--- src/rtl/cbus_arb_pkg.sv ---
// Shared types and limits for the CBus round-robin arbiter.
package cbus_arb_pkg;

  localparam int CBUS_NREQ_MAX = 8;

  typedef enum logic {IDLE, BUSY} arb_state_t;

  typedef struct packed {
    logic [63:0] addr;
    logic [63:0] wdata;
    logic [2:0]  size;
    logic [1:0]  burst;
    logic [7:0]  len;
    logic [7:0]  wstrobe;
  } cbus_req_t;

endpackage

--- src/rtl/cbus_arbiter_rr_picker.sv ---
// Combinational round-robin picker: first set req bit at or after ptr, with wrap.
module rr_picker #(
  parameter int NREQ  = 2,
  parameter int IDX_W = $clog2(NREQ)
) (
  input  logic [NREQ-1:0]  req,
  input  logic [IDX_W-1:0] ptr,
  output logic             any,
  output logic [IDX_W-1:0] idx
);

  // One extra bit so ptr + offset never overflows before the wrap.
  logic [IDX_W:0]   sum  [NREQ];
  logic [IDX_W-1:0] cand [NREQ];
  logic [NREQ-1:0]  rot;

  genvar gi;
  for (gi = 0; gi < NREQ; gi++) begin : g_rot
    assign sum[gi]  = {1'b0, ptr} + (IDX_W+1)'(gi);
    assign cand[gi] = (sum[gi] >= (IDX_W+1)'(NREQ)) ? IDX_W'(sum[gi] - (IDX_W+1)'(NREQ))
                                                   : IDX_W'(sum[gi]);
    assign rot[gi]  = req[cand[gi]];
  end

  assign any = |req;

  always_comb begin
    idx = cand[0];
    for (int k = NREQ - 1; k >= 0; k--) begin
      if (rot[k]) idx = cand[k];
    end
  end

endmodule

--- src/rtl/cbus_arbiter.sv ---
// Round-robin arbiter sharing one CBus master port between NREQ requesters.
// Optional watchdog enabled by defining CBUS_ARB_TIMEOUT_EN.
module cbus_arbiter
  import cbus_arb_pkg::*;
#(
  parameter int NREQ  = 2,
  parameter int IDX_W = $clog2(NREQ)
`ifdef CBUS_ARB_TIMEOUT_EN
  , parameter int TIMEOUT = 1024
`endif
) (
  input  logic                clk,
  input  logic                reset,
  input  logic [NREQ-1:0]     m_valid,
  input  logic [NREQ*64-1:0]  m_addr,
  input  logic [NREQ*64-1:0]  m_wdata,
  input  logic [NREQ*3-1:0]   m_size,
  input  logic [NREQ*2-1:0]   m_burst,
  input  logic [NREQ*8-1:0]   m_len,
  input  logic [NREQ*8-1:0]   m_wstrobe,
  output logic [NREQ*64-1:0]  m_rdata,
  output logic [NREQ-1:0]     m_ready,
  output logic [NREQ-1:0]     m_last,
  output logic                valid,
  output logic [63:0]         addr,
  output logic [63:0]         wdata,
  output logic [2:0]          size,
  output logic [1:0]          burst,
  output logic [7:0]          len,
  output logic [7:0]          wstrobe,
  input  logic [63:0]         rdata,
  input  logic                ready,
  input  logic                last
`ifdef CBUS_ARB_TIMEOUT_EN
  , output logic              timeout_err
`endif
);

  arb_state_t       state_q, state_d;
  logic [IDX_W-1:0] owner_q, owner_d;
  logic [IDX_W-1:0] rr_ptr_q, rr_ptr_d;
  logic [IDX_W-1:0] owner_inc;
  logic [IDX_W-1:0] pick_idx;
  logic             pick_any;
  logic             busy;
  logic             done;
  cbus_req_t        req_arr [NREQ];
  cbus_req_t        out_req;

`ifdef CBUS_ARB_TIMEOUT_EN
  localparam logic [15:0] TO_LIM = 16'(TIMEOUT - 1);
  logic [15:0] cnt_q, cnt_d;
  logic        timeout_err_q, timeout_err_d;
  assign timeout_err = timeout_err_q;
`endif

  rr_picker #(.NREQ(NREQ), .IDX_W(IDX_W)) u_picker (
    .req (m_valid),
    .ptr (rr_ptr_q),
    .any (pick_any),
    .idx (pick_idx)
  );

  genvar gi;
  for (gi = 0; gi < NREQ; gi++) begin : g_req
    assign req_arr[gi] = '{addr:    m_addr[64*gi +: 64],
                           wdata:   m_wdata[64*gi +: 64],
                           size:    m_size[3*gi +: 3],
                           burst:   m_burst[2*gi +: 2],
                           len:     m_len[8*gi +: 8],
                           wstrobe: m_wstrobe[8*gi +: 8]};
    // Read data fans out to everyone; only the owner's ready makes it meaningful.
    assign m_rdata[64*gi +: 64] = busy ? rdata : 64'd0;
    assign m_ready[gi] = busy && (owner_q == IDX_W'(gi)) && ready;
    assign m_last[gi]  = busy && (owner_q == IDX_W'(gi)) && last;
  end

  assign busy    = (state_q == BUSY);
  assign out_req = busy ? req_arr[owner_q] : '0;
  assign valid   = busy && m_valid[owner_q];
  assign addr    = out_req.addr;
  assign wdata   = out_req.wdata;
  assign size    = out_req.size;
  assign burst   = out_req.burst;
  assign len     = out_req.len;
  assign wstrobe = out_req.wstrobe;

  assign owner_inc = (owner_q == IDX_W'(NREQ - 1)) ? '0 : owner_q + IDX_W'(1);
  assign done      = valid && ready && last;

  always_comb begin
    state_d  = state_q;
    owner_d  = owner_q;
    rr_ptr_d = rr_ptr_q;
`ifdef CBUS_ARB_TIMEOUT_EN
    cnt_d         = cnt_q;
    timeout_err_d = 1'b0;
`endif
    case (state_q)
      IDLE: begin
        if (pick_any) begin
          owner_d = pick_idx;
          state_d = BUSY;
`ifdef CBUS_ARB_TIMEOUT_EN
          cnt_d = '0;
`endif
        end
      end
      BUSY: begin
        if (done) begin
          state_d  = IDLE;
          rr_ptr_d = owner_inc;
        end
`ifdef CBUS_ARB_TIMEOUT_EN
        else if (ready) begin
          cnt_d = '0;
        end else if (cnt_q == TO_LIM) begin
          state_d       = IDLE;
          rr_ptr_d      = owner_inc;
          timeout_err_d = 1'b1;
        end else begin
          cnt_d = cnt_q + 16'd1;
        end
`endif
      end
      default: state_d = IDLE;
    endcase
  end

  always_ff @(posedge clk) begin
    if (reset) begin
      state_q  <= IDLE;
      owner_q  <= '0;
      rr_ptr_q <= '0;
`ifdef CBUS_ARB_TIMEOUT_EN
      cnt_q         <= '0;
      timeout_err_q <= 1'b0;
`endif
    end else begin
      state_q  <= state_d;
      owner_q  <= owner_d;
      rr_ptr_q <= rr_ptr_d;
`ifdef CBUS_ARB_TIMEOUT_EN
      cnt_q         <= cnt_d;
      timeout_err_q <= timeout_err_d;
`endif
    end
  end

endmodule

--- config.mk ---
export PLATFORM = sky130hd
export DESIGN_NAME = cbus_arbiter
export DESIGN_NICKNAME = d
export VERILOG_FILES = /design/src/rtl/cbus_arb_pkg.sv /design/src/rtl/cbus_arbiter_rr_picker.sv /design/src/rtl/cbus_arbiter.sv
export SDC_FILE = /design/constraint.sdc
export NUM_CORES = 1
export LEC_CHECK = 0
export ABC_AREA = 0
export BUFFER_PORTS_ARGS = -buffer_cell sky130_fd_sc_hd__buf_4
export CORE_AREA = 4 4 253 255
export DETAILED_ROUTE_END_ITERATION = 8
export DIE_AREA = 0 0 257 259
export HOLD_SLACK_MARGIN = 0.03
export PLACE_DENSITY = 0.3
export SETUP_SLACK_MARGIN = 0.3
export SLEW_MARGIN = 20
export SYNTH_ARGS = -nofsm -noshare
export SYNTH_HDL_FRONTEND = slang
export SYNTH_SLANG_ARGS = --single-unit
--- constraint.sdc ---
create_clock -name clk -period 3 [get_ports clk]
set_input_delay 0.6 -clock clk [delete_from_list [all_inputs] [get_ports clk]]
set_output_delay 0.6 -clock clk [all_outputs]
set_load 0.005 [all_outputs]
## Yosys cells after proc, flatten, opt, wreduce, memory -nomap -nowiden

Cells that the tools add are included.
W data, S select, Z words.

- Bits in writable memories: 0
- Word-level logic and storage cells: 47
- Memories: 0
- Output and inout bits: 282
- Bits in read-only memories: 0
- Register bits: 3
- Input bits: 368
- Latch bits: 0

- Bitwise gates (word level): 3
- Multiplexer cells: 19
- Shift operators: 0
- $mul: 0
- Eq/ne operators: 0
- $lt $le $gt $ge: 6
- Reductions and logical operators: 12
- Divide/modulo/power cells: 0
- Add/subtract/negate cells: 4

Operators with widths:

| cell | count |
|---|---|
| $mux W149 | 4 |
| $mux W64 | 1 |
| $mux W1 | 13 |
| $logic_and A1 B1 Y1 | 9 |
| $lt A1 B2 Y1 const B | 3 |
| $ge A2 B2 Y1 const B | 2 |
| $reduce_and A2 Y1 | 2 |
| $add A1 B1 Y2 const B | 1 |
| $ge A1 B2 Y1 const B | 1 |
| $not A1 Y1 | 2 |
| $not A1 Y2 | 1 |
| $pmux W1 S2 | 1 |
| $reduce_or A2 Y1 | 1 |
| $sub A1 B1 Y1 const B | 2 |
| $add A1 B1 Y1 const B | 1 |

## Longest topological paths before layout

Gate-level depths: netlist of the first run.

- Depth in word-level cells: 7
- Depth in mapped cells: 4
- Mapped depth without buffers: 3

## Cells and area by module

A second synthesis of the first run with hierarchy kept.

- Cell total of the unflattened synthesis: 493
- Area, all modules: 3893.7 um^2

By module, submodules not included:

| module | times used | area an instance (um^2) | cells each | sequential area each (um^2) |
|---|---|---|---|---|
| cbus_arbiter | 1 | 3872.5 | 490 | 60.1 |
| rr_picker | 1 | 21.3 | 3 | 0.0 |

## Worst setup path after synthesis of the first run

OpenSTA, ideal clock, no wires.

- Path type: reg2out
- Start point: register state_q, in the netlist busy
- End point: output port m_rdata[106]
- Arrival: 1.127 ns
- Path buffers: 3
- Slack: 1.273 ns
- Required time: 2.400 ns
- Stages on the path, launching flop included: 5
- Cells stage by stage: dfxtp_1 -> clkbuf_1 -> clkbuf_1 -> and2_1 -> buf_4

- Longest elaborated chain between the ends: 1

Ends and longest elaborated chain:

| element | line | source |
|---|---|---|
| start: declaration | cbus_arbiter.sv:39 | `arb_state_t state_q, state_d;` |
| start signal: assignment | cbus_arbiter.sv:140 | `state_q <= state_d;` |
| $mux W64 | n/a |  |
| end: declaration | cbus_arbiter.sv:21 | `output logic [NREQ*64-1:0] m_rdata,` |

No other way between the ends.

## Final worst setup path of the first run

- Start point: register owner_q
- End point: output port wdata[1]

- Longest elaborated chain between the ends: 5

Ends and longest elaborated chain:

| element | line | source |
|---|---|---|
| start: declaration | cbus_arbiter.sv:40 | `logic [IDX_W-1:0] owner_q, owner_d;` |
| start signal: assignment | cbus_arbiter.sv:141 | `owner_q <= owner_d;` |
| $not A1 Y2 (implied by the code) | cbus_arbiter.sv:79 | `assign out_req = busy ? req_arr[owner_q] : '0;` |
| $mux W149 (implied by the code) (3 in a row) | cbus_arbiter.sv:79 |  |
| $mux W149 | cbus_arbiter.sv:79 |  |
| end: declaration | cbus_arbiter.sv:26 | `output logic [63:0] wdata,` |

No other way between the ends. The select of a mux whose other input is x is not followed.

==> results of run 1 <==
kinds of logic after synthesis:
group | Yosys count | synth area share
compound gates | 5 | 0.00842
mux | 150 | 0.460
buf+inv | 106 | 0.202
simple gates | 223 | 0.311
flops | 3 | 0.0184
stage by stage:
step	total power [mW]	hold WS, ns
final	1.51	0.477
after floorplan	0.498	0.448
after detailed placement	1.34	0.462
after global placement	1.35	0.460
after CTS	1.56	0.466
after global routing	1.64	0.522
worst max-delay path by stage:
stage                    startpoint           end  slack [ns]  cells past startpoint
3_3_place_gp   owner_q$_SDFFE_PP0P_      wdata[1]        0.70                      4
3_5_place_dp   owner_q$_SDFFE_PP0P_      wdata[1]        0.70                      4
6_report       owner_q$_SDFFE_PP0P_      wdata[1]        0.56                      4
4_1_cts        owner_q$_SDFFE_PP0P_      wdata[1]        0.46                      4
2_1_floorplan       busy$_SDFF_PP0_  m_rdata[106]        1.27                      4
5_1_grt        owner_q$_SDFFE_PP0P_      wdata[1]        0.46                      4
power groups by stage:
stage / Clock [mW] / Sequential (mW) / Combinational (mW)
after global placement: 0 / 0.0508 / 1.30
after global routing: 0.221 / 0.0502 / 1.37
after CTS: 0.215 / 0.0502 / 1.29
after detailed placement: 0 / 0.0508 / 1.29
after floorplan: 0 / 0.0446 / 0.453
final: 0.210 / 0.0499 / 1.25
final cells by class:
type | count | share of cell area
inverters | 2 | 0.00142
clock buffers | 4 | 0.00894
repair buffers | 667 | 0.575
multi-input cells | 378 | 0.289
well taps | 837 | 0.119
flip-flops and latches | 3 | 0.00738
placed cells by master, fill, tap and decap left out, drive strengths merged, types with 3 or more instances in the layout:
master and count:
buf 667, nor2 151, mux2i 150, and2 64, clkbuf 4, dfxtp 3
metal layers:
layer  wire [um]  vias to the layer above  part of all wire  track usage
li1            -                     2664                 -            -
met1       10100                     2405              0.35       0.0798
met2       15900                      377              0.55        0.158
met3        2620                       22             0.090       0.0236
met4         315                        8             0.011      0.00864
met5          51                        -            0.0018            0
flip-flops by register name, summed over array words and instances (netlist names):
signal / flops
rr_ptr_q: 1
busy: 1
owner_q: 1
worst reg2reg max path: stages (launching register included):
cell and delay (ns):
dfxtp_2 0.38, buf_12 0.22, nand3_1 0.43, or4_1 0.50, a21oi_1 0.13
==> impl_metrics.csv, run 1 <==
group,metric,value,unit
status,status,"completed",
route,routedWlPerCell,15.3,um
worst_hold_path,hold-path-endpoint,"rr_ptr_q$_SDFFE_PP0P_",
power_and_ir_drop,power.share.clock,0.139,
logic_synthesis,synth_top_cell_by_area,"mux2i_1",
route,ant_nets,0,
finish,fillerInstances,7149,
finish,final_cells,1891,
global_route,gr-usage-all-layers,0.0777,
logic_synthesis,synth_area_leaders,"mux2i_1, nor2_1, buf_4, and2_1, buf_2",
finish,fin_util,0.143,
timing,finalHoldViolCount,0,
route,wirelength,28.9,mm
logic_synthesis,ys_seq_area_frac,0.0184,
timing,fmax,0.410,GHz
setup_path,path_max_fanout,57,
logic_synthesis,synth_fp_nets,855,
power_and_ir_drop,ir_drop,0.000103,V
setup_path,worstRegToRegCells,4,
timing,rsz0062_at_grt,"false",
global_route,grt_pass1_vias,5914,
timing,drv_slew,0,
cts,cts_tree,"yes",
floorplanning,die_x,257,um
global_route,grt_pass1_wl,39.5,mm
timing,final.period_utilization,0.812,
setup_path,path_cells,"buf_12 -> mux2i_1 -> nor2_1 -> buf_4",
cts,cts_setup_buffers,0,
route,drc_errors,0,
logic_synthesis,netlist_area,0.00327,mm^2
global_route,gr-total-overflow,0,
job,max_cap_viol_count,0,
cts,clk_latency,0.22,ns
setup_path,required,2.40,ns
setup_path,worst-path-buf-inv,2,
placement,io_buffers,649,
route,dr.pass1.iters,4,
floorplanning,die_area,0.0666,mm^2
setup_path,ff2ff_setup_slack,1.27,ns
logic_synthesis,yosysMostFrequentCell,"nor2_1",
floorplanning,io_pins,650,
setup_path,regToRegEndpoint,"rr_ptr_q$_SDFFE_PP0P_",
route,viasPerCell,2.90,
cts,h-tree-depth,1,
logic_synthesis,ys_types,19,
finish,antenna_cells,0,
logic_synthesis,synth_top_cell_area_share,0.460,
cts,cts_resized,0,
timing,tightest_slew,0.532,ns
route,drt-initial-drc-count,121,
placement,place_inst,1887,
cts,cts_hold_repair.buffers,0,
worst_hold_path,hold_depth,2,
cts,numClockSinks,3,
finish,final_layout_size_suffix_gt1_frac,0.639,
logic_synthesis,ys_top_cells_by_count,"nor2_1, mux2i_1, and2_1, buf_4, buf_2",
floorplanning,chipHeight,259,um
setup_path,startpoint_type,"register",
logic_synthesis,synth-edff-count,0,
finish,nets,1423,
power_and_ir_drop,leakagePower,4.28,nW
setup_path,cp_top_family,"flip-flops",
power_and_ir_drop,p_sw_frac,0.352,
logic_synthesis,synth_area_per_cell,6.71,um^2
global_route,grt_max_degree,70,
power_and_ir_drop,p_int,0.981,mW
timing,fin_crit,2.44,ns
logic_synthesis,ys_ff_latch,3,
logic_synthesis,ys_dominant_reg_cell,"dfxtp_1",
setup_path,cp.arrival,1.84,ns
setup_path,critical_path_class,"reg2out",
floorplanning,core,0.0616,mm^2
logic_synthesis,ys.warnings.count,0,
placement,place_ws,0.696,ns
cts,cts_buffer_depth,2,
cts,cts_inserted_buffers,3,
timing,setup_viol,0,
setup_path,slowest_delay,0.51,ns
timing,max_slew_margin,0.646,
global_route,antenna_found_initial,4,
worst_hold_path,hold_start,"rr_ptr_q$_SDFFE_PP0P_",
setup_path,timing.rr.start,"busy$_SDFF_PP0_",
finish,multi_input_area,0.00255,mm^2
cts,clk_transition_reported_paths,0.03,ns
timing,fin_ws,0.563,ns
placement,gp_congestion,0.801,
floorplanning,rows,91,
power_and_ir_drop,power_density,172,mW/mm^2
power_and_ir_drop,seq_power_share,0.033,
finish,final_cell_area,0.00882,mm^2
route,via_count,5476,
timing,skew,0.00140,ns
finish,ff_latch_area,65.1,um^2
placement,place_area,0.00874,mm^2
finish,syn_to_final_growth,170,%
logic_synthesis,async_flop_share,0,
power_and_ir_drop,pwr-share-comb,0.828,
power_and_ir_drop,p_sw,0.533,mW
setup_path,cp-end-kind,"primary output",
timing,fin_setup_tns,0,ns
placement,dp_hpwl,25.5,mm
cts,clock-root-buffer,"clkbuf_16",
setup_path,slowest_stage,"dfxtp_4",
floorplanning,initial_core_util,0.0530,
worst_hold_path,hp-class,"reg2reg",
logic_synthesis,syn_inst,487,
(Power assumes the default switching activity.)
==> run 2, diff against run 1 <==
--- a/config.mk
+++ b/config.mk
@@ -7,9 +7,9 @@
 export LEC_CHECK = 0
 export ABC_AREA = 0
 export BUFFER_PORTS_ARGS = -buffer_cell sky130_fd_sc_hd__buf_4
-export CORE_AREA = 4 4 253 255
+export CORE_AREA = 4 4 247 249
 export DETAILED_ROUTE_END_ITERATION = 8
-export DIE_AREA = 0 0 257 259
+export DIE_AREA = 0 0 251 253
 export HOLD_SLACK_MARGIN = 0.03
 export PLACE_DENSITY = 0.3
 export SETUP_SLACK_MARGIN = 0.3
==> constraint.sdc (replaced) <==
create_clock -name clk -period 2.33 [get_ports clk]
set_input_delay 0.466 -clock clk [delete_from_list [all_inputs] [get_ports clk]]
set_output_delay 0.466 -clock clk [all_outputs]
set_load 0.005 [all_outputs]
==> run 2 against run 1 <==
Against the previous run:
- clock skew down 0.0010 ns
- combinational power up 38%
- first-iteration DRC count down 21%
- clock power up 30%
- non-clock buffer count up 15
- critical path type unchanged
- critical endpoint is now wstrobe[5]
==> impl_metrics.csv, run 2 (synthesized netlist as in run 1, its figures left out) <==
group,metric,value,unit
status,status,"completed",
placement,dp_hpwl,27.2,mm
power_and_ir_drop,p_sw,0.734,mW
setup_path,critical_path_class,"reg2out",
placement,io_buffers,649,
timing,whs,0.417,ns
timing,skew,0.000390,ns
finish,fin_util,0.155,
global_route,use_met3,0.0273,
setup_path,worstSetupStartpoint,"owner_q$_SDFFE_PP0P_",
global_route,gr-usage-all-layers,0.0884,
worst_hold_path,hold_start,"reset",
power_and_ir_drop,p_sw_frac,0.357,
setup_path,path_cells,"buf_16 -> buf_16 -> mux2i_1 -> nor2_1 -> buf_4",
setup_path,slowest_delay,0.40,ns
setup_path,timing.rr.start,"busy$_SDFF_PP0_",
route,viasPerCell,3.02,
setup_path,worst-path-buf-inv,3,
setup_path,crit_top_cell,"buf_16",
timing,finalHoldViolCount,0,
worst_hold_path,hp-class,"in2reg",
cts,clock-root-buffer,"clkbuf_16",
placement,place_area,0.00869,mm^2
timing,setup_viol,0,
floorplanning,chipHeight,253,um
cts,clk_latency,0.22,ns
cts,cts_inserted_buffers,3,
global_route,grt_use_met2,0.185,
global_route,grt_pass1_vias,5891,
setup_path,cp.arrival,1.55,ns
setup_path,slowest_stage,"dfxtp_4",
route,wirelength,31.3,mm
cts,clk_transition_reported_paths,0.03,ns
timing,max_slew_margin,0.702,
floorplanning,rows,89,
floorplanning,die_x,251,um
finish,final_cells,1842,
timing,fin_setup_tns,0,ns
floorplanning,io_pins,650,
global_route,antenna_found_initial,2,
cts,cts_buffer_depth,2,
placement,place_ws,0.147,ns
power_and_ir_drop,ir_drop,0.000167,V
power_and_ir_drop,p_int,1.32,mW
cts,cts_hold_repair.buffers,0,
power_and_ir_drop,power_density,226,mW/mm^2
timing,fin_crit,2.02,ns
timing,drv_slew,0,
finish,antenna_cells,0,
global_route,gr-total-overflow,0,
finish,fillerInstances,6752,
finish,syn_to_final_growth,178,%
route,routedWlPerCell,17.0,um
global_route,grt_max_degree,70,
finish,multi_input_area,0.00266,mm^2
floorplanning,initial_core_util,0.0557,
placement,place_inst,1825,
timing,fin_ws,0.310,ns
setup_path,startpoint_type,"register",
finish,final_cell_area,0.00909,mm^2
power_and_ir_drop,power.share.clock,0.133,
route,via_count,5567,
route,drt-initial-drc-count,95,
finish,ff_latch_area,65.1,um^2
finish,final_common_cell,"buf_4",
global_route,grt_pass1_wl,41.2,mm
cts,cts_tree,"yes",
floorplanning,core,0.0587,mm^2
timing,tightest_slew,0.447,ns
finish,final_layout_size_suffix_gt1_frac,0.657,
cts,numClockSinks,3,
placement,gp_congestion,0.811,
timing,rsz0062_at_grt,"true",
power_and_ir_drop,leakagePower,4.42,nW
setup_path,path_max_fanout,18,
route,dr.pass1.iters,4,
finish,nets,1438,
timing,fmax,0.495,GHz
power_and_ir_drop,pwr-share-comb,0.838,
timing,final.period_utilization,0.867,
finish,final_cell_mix,"buf_4, nor2_1, mux2i_1, and2_1",
global_route,top_usage_layer,"met2",
cts,h-tree-depth,1,
floorplanning,die_area,0.0635,mm^2
route,drc_errors,0,
job,max_cap_viol_count,0,
global_route,use_met1,0.0833,
setup_path,cp-end-kind,"primary output",
power_and_ir_drop,seq_power_share,0.029,
setup_path,cp_top_family,"buffers and inverters",
power_and_ir_drop,power,2.06,mW
route,ant_nets,0,
setup_path,required,1.86,ns
==> run 2: worst reg2reg max path, cell delays in order (launching register included) <==
cell	delay, ns
dfxtp_2	0.38
buf_6	0.37
nand3_1	0.23
or4_1	0.46
a21oi_1	0.13
==> run 2: power groups by stage <==
stage | combinational, mW | clock (mW) | sequential [mW]
after floorplan | 0.583 | 0 | 0.0574
after global placement | 1.69 | 0 | 0.0657
after detailed placement | 1.68 | 0 | 0.0662
after CTS | 1.76 | 0.277 | 0.0596
after global routing | 1.87 | 0.283 | 0.0605
final | 1.72 | 0.274 | 0.0600
==> run 2: timing repair <==
item,CTS,global route
setup endpoints to repair,168,53
buffers inserted,11,0
gates cloned,2,0
resized for setup,14,17
==> run 2: final cells by class <==
cell class                 count  share of cell area
sequential                     3             0.00716
tap                          773               0.106
timing repair buffer         682               0.584
multi-input combinational    378               0.293
clock buffer                   4             0.00867
inverter                       2             0.00165
==> run 2: per-layer routing <==
layer  vias up  share of wire
li1       2693              -
met1      2500           0.32
met2       358           0.57
met3        14          0.089
met4         2          0.014
met5         -        0.00042
==> run 2: path summary, 6_finish.rpt <==
path,cells past startpoint,to,slack [ns]
setup reg to reg,4,rr_ptr_q$_SDFFE_PP0P_,0.70
hold reg to reg,2,rr_ptr_q$_SDFFE_PP0P_,0.47
setup / recovery,5,wstrobe[5],0.31
hold / removal,2,owner_q$_SDFFE_PP0P_,0.42
==> run 3, diff against run 2 <==
--- a/config.mk
+++ b/config.mk
@@ -8,6 +8,7 @@
 export ABC_AREA = 0
 export BUFFER_PORTS_ARGS = -buffer_cell sky130_fd_sc_hd__buf_4
 export CORE_AREA = 4 4 247 249
+export CTS_BUF_LIST = sky130_fd_sc_hd__clkbuf_4
 export DETAILED_ROUTE_END_ITERATION = 8
 export DIE_AREA = 0 0 251 253
 export HOLD_SLACK_MARGIN = 0.03
==> run 3 against run 2 <==
Against the previous run:
- setup slack got worse by 0.037 ns
- clock skew about the same
- critical endpoint is now addr[54]
- first-iteration DRC count increased by 7.4%
- highest routed layer unchanged
- global-route usage about the same
==> impl_metrics.csv, run 3 (synthesized netlist as in run 1, its figures left out) <==
group,metric,value,unit
floorplanning,chipHeight,253,um
floorplanning,die_area,0.0635,mm^2
timing,fin_crit,2.06,ns
global_route,top_usage_layer,"met2",
route,viasPerCell,3.01,
global_route,gr-total-overflow,0,
setup_path,timing.rr.start,"busy$_SDFF_PP0_",
setup_path,cp.arrival,1.59,ns
timing,skew,0.000583,ns
finish,final_common_cell,"buf_4",
floorplanning,initial_core_util,0.0557,
finish,fin_util,0.159,
power_and_ir_drop,p_sw_frac,0.376,
global_route,gr-usage-all-layers,0.0888,
power_and_ir_drop,pwr-share-comb,0.917,
timing,fin_setup_tns,0,ns
timing,setup_viol,0,
timing,drv_slew,0,
route,drc_errors,0,
cts,cts_buffer_depth,2,
cts,cts_tree,"yes",
route,routedWlPerCell,17.3,um
route,dr.pass1.iters,4,
worst_hold_path,hp-class,"in2reg",
placement,dp_hpwl,27.2,mm
finish,nets,1446,
placement,io_buffers,649,
global_route,grt_use_met2,0.186,
power_and_ir_drop,leakagePower,4.50,nW
route,ant_nets,0,
finish,final_cells,1851,
placement,gp_congestion,0.811,
global_route,use_met3,0.0270,
setup_path,required,1.86,ns
setup_path,cp-end-kind,"primary output",
cts,clk_latency,0.23,ns
floorplanning,rows,89,
timing,fin_ws,0.273,ns
power_and_ir_drop,seq_power_share,0.030,
setup_path,slowest_delay,0.36,ns
timing,final.period_utilization,0.883,
setup_path,path_max_fanout,5,
setup_path,startpoint_type,"register",
cts,clk_transition_reported_paths,0.04,ns
setup_path,cp_top_family,"buffers and inverters",
power_and_ir_drop,power_density,209,mW/mm^2
status,status,"completed",
power_and_ir_drop,power.share.clock,0.053,
setup_path,worst-path-buf-inv,5,
finish,final_layout_size_suffix_gt1_frac,0.663,
timing,tightest_slew,0.428,ns
setup_path,worstSetupStartpoint,"owner_q$_SDFFE_PP0P_",
global_route,grt_pass1_vias,5919,
timing,fmax,0.486,GHz
power_and_ir_drop,p_int,1.22,mW
cts,numClockSinks,3,
timing,rsz0062_at_grt,"true",
placement,place_area,0.00869,mm^2
job,max_cap_viol_count,0,
route,drt-initial-drc-count,102,
power_and_ir_drop,ir_drop,0.0000803,V
floorplanning,io_pins,650,
placement,place_ws,0.147,ns
cts,h-tree-depth,1,
setup_path,critical_path_class,"reg2out",
route,wirelength,32.0,mm
finish,final_cell_area,0.00931,mm^2
power_and_ir_drop,p_sw,0.732,mW
floorplanning,core,0.0587,mm^2
setup_path,path_cells,"buf_12 -> buf_16 -> buf_12 -> buf_16 -> mux2i_4 -> nor2_1 -> buf_4",
global_route,antenna_found_initial,3,
worst_hold_path,hold_start,"reset",
floorplanning,die_x,251,um
cts,cts_inserted_buffers,3,
global_route,grt_max_degree,70,
setup_path,slowest_stage,"dfxtp_4",
finish,syn_to_final_growth,185,%
placement,place_inst,1825,
global_route,grt_pass1_wl,41.4,mm
cts,clock-root-buffer,"clkbuf_4",
finish,final_cell_mix,"buf_4, nor2_1, mux2i_1, and2_1",
timing,finalHoldViolCount,0,
timing,max_slew_margin,0.715,
route,via_count,5577,
global_route,use_met1,0.0833,
## run 3: power by group through the flow
stage / logic [mW] / registers, mW / clock network, mW
3_3_place_gp: 1.69 / 0.0657 / 0
2_1_floorplan: 0.583 / 0.0574 / 0
5_1_grt: 1.94 / 0.0591 / 0.111
6_report: 1.79 / 0.0587 / 0.104
3_5_place_dp: 1.68 / 0.0662 / 0
4_1_cts: 1.80 / 0.0586 / 0.110
## run 3: cell type report
cell class,instances,area [um^2]
Tap cell,773,967
Antenna cell,1,2.50
Timing Repair Buffer,690,5540
Inverter,2,15.0
Fill cell,6735,49400
Multi-Input combinational cell,378,2690
Sequential cell,3,65.1
Clock buffer,4,30.0
## run 3: worst reg2reg max path: stages, from the launching register on
cell	delay, ns
dfxtp_2	0.38
clkbuf_8	0.36
nand3_1	0.23
or4_1	0.46
a21oi_1	0.13
## run 3: final timing paths
path         cells after the start  slack (ns)                     to
max reg2reg                      4        0.71  rr_ptr_q$_SDFFE_PP0P_
min reg2reg                      2        0.47  rr_ptr_q$_SDFFE_PP0P_
min                              2        0.41   owner_q$_SDFFE_PP0P_
max                              7        0.27               addr[54]
## run 3: routing by layer
metal	share of wire	wire length (um)	vias to the layer above
met5	0.00041	13	-
met3	0.088	2800	12
li1	-	-	2706
met4	0.013	416	2
met2	0.57	18300	354
met1	0.33	10400	2503
## run 3: stage by stage
stage / hold WS [ns] / total power [mW]
after floorplan: 0.448 / 0.641
after global placement: 0.462 / 1.76
after detailed placement: 0.465 / 1.75
after CTS: 0.404 / 1.97
after global routing: 0.415 / 2.11
final: 0.409 / 1.95
## run 3: what timing repair did
action	CTS	global route
endpoints found under the setup margin	188	87
cloned	4	3
hold endpoints to repair	0	0
pin swaps	0	7
setup buffers	13	1
resized for setup	24	23
hold buffers	0	0
